## src/rtl/mem_bridge.sv

```systemverilog
// Data-memory bridge: CPU ram_* request strobes to word-aligned Avalon-MM transfers, with lane-aligned load extension.
// Optional misalignment trapping is compiled in with MEM_BRIDGE_ALIGN_CHECK_EN.
//
// state  | meaning
// -------+-----------------------------------------------------------
// S_IDLE | Avalon driven combinationally from the current request
// S_HOLD | Avalon driven from the latched request until waitrequest drops
// S_RESP | read data capture; a new request is handled as in S_IDLE
module mem_bridge (
    input  logic        clk,
    input  logic        reset,
    input  logic        ram_read_en_i,
    input  logic        ram_write_en_i,
    input  logic [3:0]  ram_byte_en_i,
    input  logic [31:0] ram_addr_i,
    input  logic [31:0] ram_writedata_i,
    input  logic        load_signed_i,
    output logic [31:0] avm_address_o,
    output logic        avm_read_o,
    output logic        avm_write_o,
    output logic [3:0]  avm_byteenable_o,
    output logic [31:0] avm_writedata_o,
    input  logic        avm_waitrequest_i,
    input  logic [31:0] avm_readdata_i,
    output logic        stall_o,
    output logic [31:0] readdata_o,
    output logic        readdata_valid_o,
    output logic        align_err_o
);

    typedef enum logic [1:0] {
        S_IDLE = 2'd0,
        S_HOLD = 2'd1,
        S_RESP = 2'd2
    } state_t;

    localparam logic [1:0] W_BYTE = 2'd0;
    localparam logic [1:0] W_HALF = 2'd1;
    localparam logic [1:0] W_WORD = 2'd2;

    state_t      state_q, state_d;

    logic [29:0] addr_q;
    logic [3:0]  be_q;
    logic [31:0] wdata_q;
    logic        is_read_q;
    logic        signed_q;
    logic [1:0]  width_q;
    logic [1:0]  lane_q;
    logic [31:0] rdata_q;
    logic        rvalid_q;

    logic        req_any;
    logic        req_is_read;
    logic [1:0]  off;
    logic [1:0]  req_width;
    logic [1:0]  req_lane;
    logic        req_misaligned;
    logic        req_ok;
    logic [3:0]  req_be;
    logic [31:0] req_wdata;
    logic [31:0] rd_shifted;
    logic [31:0] rd_ext;

    assign req_any     = ram_write_en_i | ram_read_en_i;
    assign req_is_read = ram_read_en_i & ~ram_write_en_i;
    assign off         = ram_addr_i[1:0];

    always_comb begin
        req_width = W_WORD;
        req_lane  = 2'b00;
        req_be    = 4'b1111;
        case (ram_byte_en_i)
            4'b1000: begin
                req_width = W_BYTE;
                req_lane  = off;
                req_be    = 4'b0001 << off;
            end
            4'b1100: begin
                req_width = W_HALF;
                req_lane  = {off[1], 1'b0};
                req_be    = 4'b0011 << {off[1], 1'b0};
            end
            default: ;
        endcase
    end

`ifdef MEM_BRIDGE_ALIGN_CHECK_EN
    assign req_misaligned = ((req_width == W_HALF) & off[0]) |
                            ((req_width == W_WORD) & (off != 2'b00));
`else
    assign req_misaligned = 1'b0;
`endif

    assign req_wdata = ram_writedata_i << {req_lane, 3'b000};
    // HOLD ignores the live inputs entirely, so a request only counts outside it.
    assign req_ok    = req_any & ~req_misaligned & (state_q != S_HOLD);

    always_ff @(posedge clk or posedge reset) begin
        if (reset) begin
            state_q <= S_IDLE;
        end else begin
            state_q <= state_d;
        end
    end

    always_comb begin
        state_d = S_IDLE;
        case (state_q)
            S_IDLE, S_RESP: begin
                if (req_ok) begin
                    if (avm_waitrequest_i) begin
                        state_d = S_HOLD;
                    end else if (req_is_read) begin
                        state_d = S_RESP;
                    end else begin
                        state_d = S_IDLE;
                    end
                end
            end
            S_HOLD: begin
                if (avm_waitrequest_i) begin
                    state_d = S_HOLD;
                end else if (is_read_q) begin
                    state_d = S_RESP;
                end else begin
                    state_d = S_IDLE;
                end
            end
            default: state_d = S_IDLE;
        endcase
    end

    always_comb begin
        avm_address_o    = 32'h0;
        avm_read_o       = 1'b0;
        avm_write_o      = 1'b0;
        avm_byteenable_o = 4'h0;
        avm_writedata_o  = 32'h0;
        stall_o          = 1'b0;
        align_err_o      = 1'b0;
        // Reset is asynchronous, so the combinational IDLE path must be masked too.
        if (!reset) begin
            if (state_q == S_HOLD) begin
                avm_address_o    = {addr_q, 2'b00};
                avm_read_o       = is_read_q;
                avm_write_o      = ~is_read_q;
                avm_byteenable_o = be_q;
                avm_writedata_o  = wdata_q;
                stall_o          = avm_waitrequest_i;
            end else if (req_ok) begin
                avm_address_o    = {ram_addr_i[31:2], 2'b00};
                avm_read_o       = req_is_read;
                avm_write_o      = ~req_is_read;
                avm_byteenable_o = req_be;
                avm_writedata_o  = req_wdata;
                stall_o          = avm_waitrequest_i;
            end
`ifdef MEM_BRIDGE_ALIGN_CHECK_EN
            align_err_o = req_any & req_misaligned & (state_q != S_HOLD);
`endif
        end
    end

    assign rd_shifted = avm_readdata_i >> {lane_q, 3'b000};

    always_comb begin
        rd_ext = rd_shifted;
        case (width_q)
            W_BYTE:  rd_ext = {{24{signed_q & rd_shifted[7]}}, rd_shifted[7:0]};
            W_HALF:  rd_ext = {{16{signed_q & rd_shifted[15]}}, rd_shifted[15:0]};
            default: rd_ext = rd_shifted;
        endcase
    end

    always_ff @(posedge clk or posedge reset) begin
        if (reset) begin
            addr_q    <= 30'h0;
            be_q      <= 4'h0;
            wdata_q   <= 32'h0;
            is_read_q <= 1'b0;
            signed_q  <= 1'b0;
            width_q   <= W_WORD;
            lane_q    <= 2'b00;
            rdata_q   <= 32'h0;
            rvalid_q  <= 1'b0;
        end else begin
            // Latched on every accepted or stalled request: HOLD drives from it, RESP decodes with it.
            if (req_ok) begin
                addr_q    <= ram_addr_i[31:2];
                be_q      <= req_be;
                wdata_q   <= req_wdata;
                is_read_q <= req_is_read;
                signed_q  <= load_signed_i;
                width_q   <= req_width;
                lane_q    <= req_lane;
            end
            rvalid_q <= (state_q == S_RESP);
            if (state_q == S_RESP) begin
                rdata_q <= rd_ext;
            end
        end
    end

    assign readdata_o       = rdata_q;
    assign readdata_valid_o = rvalid_q;

endmodule

```

## config.mk

```make
export PLATFORM = sky130hd
export DESIGN_NAME = mem_bridge
export DESIGN_NICKNAME = d
export VERILOG_FILES = /design/src/rtl/mem_bridge.sv
export SDC_FILE = /design/constraint.sdc
export NUM_CORES = 1
export LEC_CHECK = 0
export CAP_MARGIN = 20
export CORE_AREA = 5 5 127 129
export CTS_CLUSTER_SIZE = 14
export DETAILED_ROUTE_END_ITERATION = 6
export DIE_AREA = 0 0 132 134
export GPL_TIMING_DRIVEN = 0
export PLACE_DENSITY = 0.83
export SLEW_MARGIN = 20
export SYNTH_ARGS = -nofsm -noshare
export SYNTH_HDL_FRONTEND = slang
export SYNTH_SLANG_ARGS = --single-unit
```

## constraint.sdc

```tcl
create_clock -name clk -period 4.3 [get_ports clk]
set_input_delay 0.645 -clock clk [delete_from_list [all_inputs] [get_ports clk]]
set_output_delay 0.645 -clock clk [all_outputs]
set_load 0.02 [all_outputs]
```

==> results.sh <==
export IMPL_outcome="complete, no violations"
export IMPL_port_buffers=206
export IMPL_ys_flop_type="dfrtp_1"
export IMPL_antenna_found_initial=0
export IMPL_grt_overflow=0
export IMPL_async_reset_ff_share_pct=100.0
export IMPL_synth_seq_cells=107
export IMPL_cts_made_buffers=9
export IMPL_crit_chain="clkdlybuf4s50_1 -> and4bb_2 -> nor3_2 -> clkbuf_1 -> o21ai_0 -> a31oi_1 -> clkdlybuf4s50_1"
export IMPL_rr_endpoint="wdata_q[22]$_DFFE_PP0N_"
export IMPL_cpMostUsedCell="clkdlybuf4s50_1"
export IMPL_fmax_mhz=251.6
export IMPL_drtIter0Drc=395
export IMPL_hold_path_depth=2
export IMPL_hold_buffers=0
export IMPL_rows=45
export IMPL_cap_viol_max_count=0
export IMPL_p_leak_uw=0.003772
export IMPL_rsz0062_at_grt="no"
export IMPL_rrSetupSlack_ns=2.28
export IMPL_critPathKind="input pin to primary output"
export IMPL_die_h_um=134
export IMPL_grt_max_degree=32
export IMPL_routed_via_density=5.431
export IMPL_synth_commonest_cells="220 x nand2_1, 106 x dfrtp_1, 68 x a21oi_1"
export IMPL_drv_slew=0
export IMPL_setup_tns_ns=0
export IMPL_synth_top_cells_by_area="dfrtp_1 45%, nand2_1 14%, a21oi_1 5.7%"
export IMPL_ff2ff_path_depth=5
export IMPL_slowest_delay_ns=0.67
export IMPL_total_power_uw=3577
export IMPL_yosys_warnings=0
export IMPL_htree_levels=3
export IMPL_hold_class="flip-flop to flip-flop"
export IMPL_yosysUniqueCellTypes=46
export IMPL_max_slew_worst_pin_slew_ns=1.091
export IMPL_wl_mm=20.20
export IMPL_cp_required_ns=3.65
export IMPL_drtAntennaViolNets=0
export IMPL_hold_viol_final=0
export IMPL_crit_path_end_kind="primary output"
export IMPL_clk_latency_ns=0.36
export IMPL_post_cts_buffers=0
export IMPL_area_growth_pct=45.50
export IMPL_slowest_stage="clkdlybuf4s50_1"
export IMPL_nets=1033
export IMPL_wl_per_cell_um=18.04
export IMPL_antenna_diode_count=0
export IMPL_hold_ws_ns=0.4759
export IMPL_drive_above_1_share_pct=7.296
export IMPL_ioPinCount=211
export IMPL_setup_slack_ns=0.3247
export IMPL_first_global_vias=5977
export IMPL_start_util_pct=39.73
export IMPL_clk_pin_slew_ns=0.07
export IMPL_finalCritPeriodShare_pct=92.45
export IMPL_drc=0
export IMPL_hp_start="wdata_q[11]$_DFFE_PP0N_"
export IMPL_cp_top_family="buffers and inverters"
export IMPL_coreArea_sq_um=14920
export IMPL_dp_hpwl_mm=15.51
export IMPL_drt_pass1_iterations=5
export IMPL_fp_dieW_um=132
export IMPL_critPathArrivalTime_ns=3.33
export IMPL_hold_path_end="wdata_q[11]$_DFFE_PP0N_"
export IMPL_die_area_sq_um=17690
export IMPL_irDropWorstVdd_mv=0.1955
export IMPL_cts_resized=0
export IMPL_via_count=6083
export IMPL_relSlewSlack_pct=26.69
export IMPL_period_needed_ns=3.975
export IMPL_syn_area_sq_um=5928
export IMPL_synth_edf_count=0
export IMPL_worstPathBufferInverterCount=3
export IMPL_cp_start_kind="input pin"
export IMPL_grt_pass1_wl_mm=31.80
export IMPL_setup_viol=0
export IMPL_synth_top_cell_by_area="dfrtp_1"
export IMPL_timing_rr_start="state_q[0]$_DFF_PP0_"
export IMPL_synth_top_area_share_pct=44.74
export IMPL_cp_max_fo=10
export IMPL_cts_sinks=107
export IMPL_synth_seq_area_share_pct=45.19
export IMPL_place_ws_ns=0.3314
export IMPL_place_gp_congestion=0.9779
export IMPL_cts_max_path_buffers=2
export IMPL_post_synth_top_count_cell="nand2_1"
export IMPL_power_per_cell_area_nw_per_um2=414.7
export IMPL_gr_usage_all_layers_pct=22.20
export IMPL_postSynthAreaPerCell_sq_um=8.421
export IMPL_cts_tree="yes"
export IMPL_ctsRootBufferMaster="clkbuf_16"
export IMPL_fin_skew_ns=0.01163
export IMPL_synthCells=704
[stage by stage]
step / utilization, % / cell area (sq um) / instances
global route: 57.81 / 8626 / 1120
finish: 57.81 / 8626 / 1120
floorplan: - / 5939 / 706
global placement: 55.20 / 8237 / 1100
CTS: 57.81 / 8626 / 1120
detailed placement: 55.79 / 8324 / 1104
[power breakdown]
part           switching (uW)  internal, uW  total [uW]
sequential                137          1240        1370
combinational             704           636        1340
clock                     402           460         862
total                    1240          2330        3580
[final cells by class]
type	count	area, sq um
fill	1273	6295
multi-input combinational	545	3017
sequential	107	2679
timing repair buffer	210	2150
tap	188	235.2
clock buffer	10	229.0
buffer	51	229.0
clock inverter	6	72.57
inverter	3	15.01
[worst reg2reg max path, stage by stage, from the launching register on]
cell and delay [ns]:
dfrtp_1 0.46, and2b_1 0.25, nor4_2 0.65, buf_2 0.34
a22o_1 0.17, a21o_1 0.09
[how the worst max path moves through the flow]
stage,cells past startpoint,endpoint,start,slack [ns]
global route,7,avm_writedata_o[30],ram_byte_en_i[0],0.18
floorplan,4,avm_writedata_o[16],reset,0.26
global placement,5,avm_writedata_o[19],reset,-1.16
CTS,7,avm_writedata_o[30],ram_byte_en_i[0],0.32
finish,7,avm_writedata_o[30],ram_byte_en_i[0],0.32
detailed placement,7,avm_writedata_o[30],ram_byte_en_i[0],0.33
[state kept, by name, indices dropped and copies added (netlist names)]
signal / flops
readdata_o: 32
wdata_q: 32
addr_q: 30
be_q: 4
lane_q: 2
state_q: 2
width_q: 2
is_read_q: 1
readdata_valid_o: 1
signed_q: 1
[metal layers]
layer | track usage [%] | share of wire, %
met1 | 29.55 | 44
met2 | 35.57 | 45
met3 | 4.689 | 7.7
met4 | 8.629 | 3.1
met5 | 0 | 0
[cells by family after synthesis]
kind of cell,synth area share [%]
simple gates,23.98
compound gates,20.60
flops,45.19
buf+inv,4.052
mux,6.121
other cells,0.06326
[placed cells by master, fill, tap and decap left out, types with 16 or more instances in the layout]
master / netlist / final
a21boi_0: 16 / 16
and2_1: 16 / 16
a21oi_1: 68 / 68
clkbuf_1: 30 / 31
dfrtp_1: 106 / 106
mux2i_1: 16 / 16
o21ai_0: 38 / 38
mux2_2: 16 / 16
nor2_1: 31 / 31
o22a_1: 17 / 17
and3_1: 24 / 24
nand2_1: 220 / 220
clkdlybuf4s50_1: 0 / 206
No activity file was read; power rests on OpenSTA's default activity.
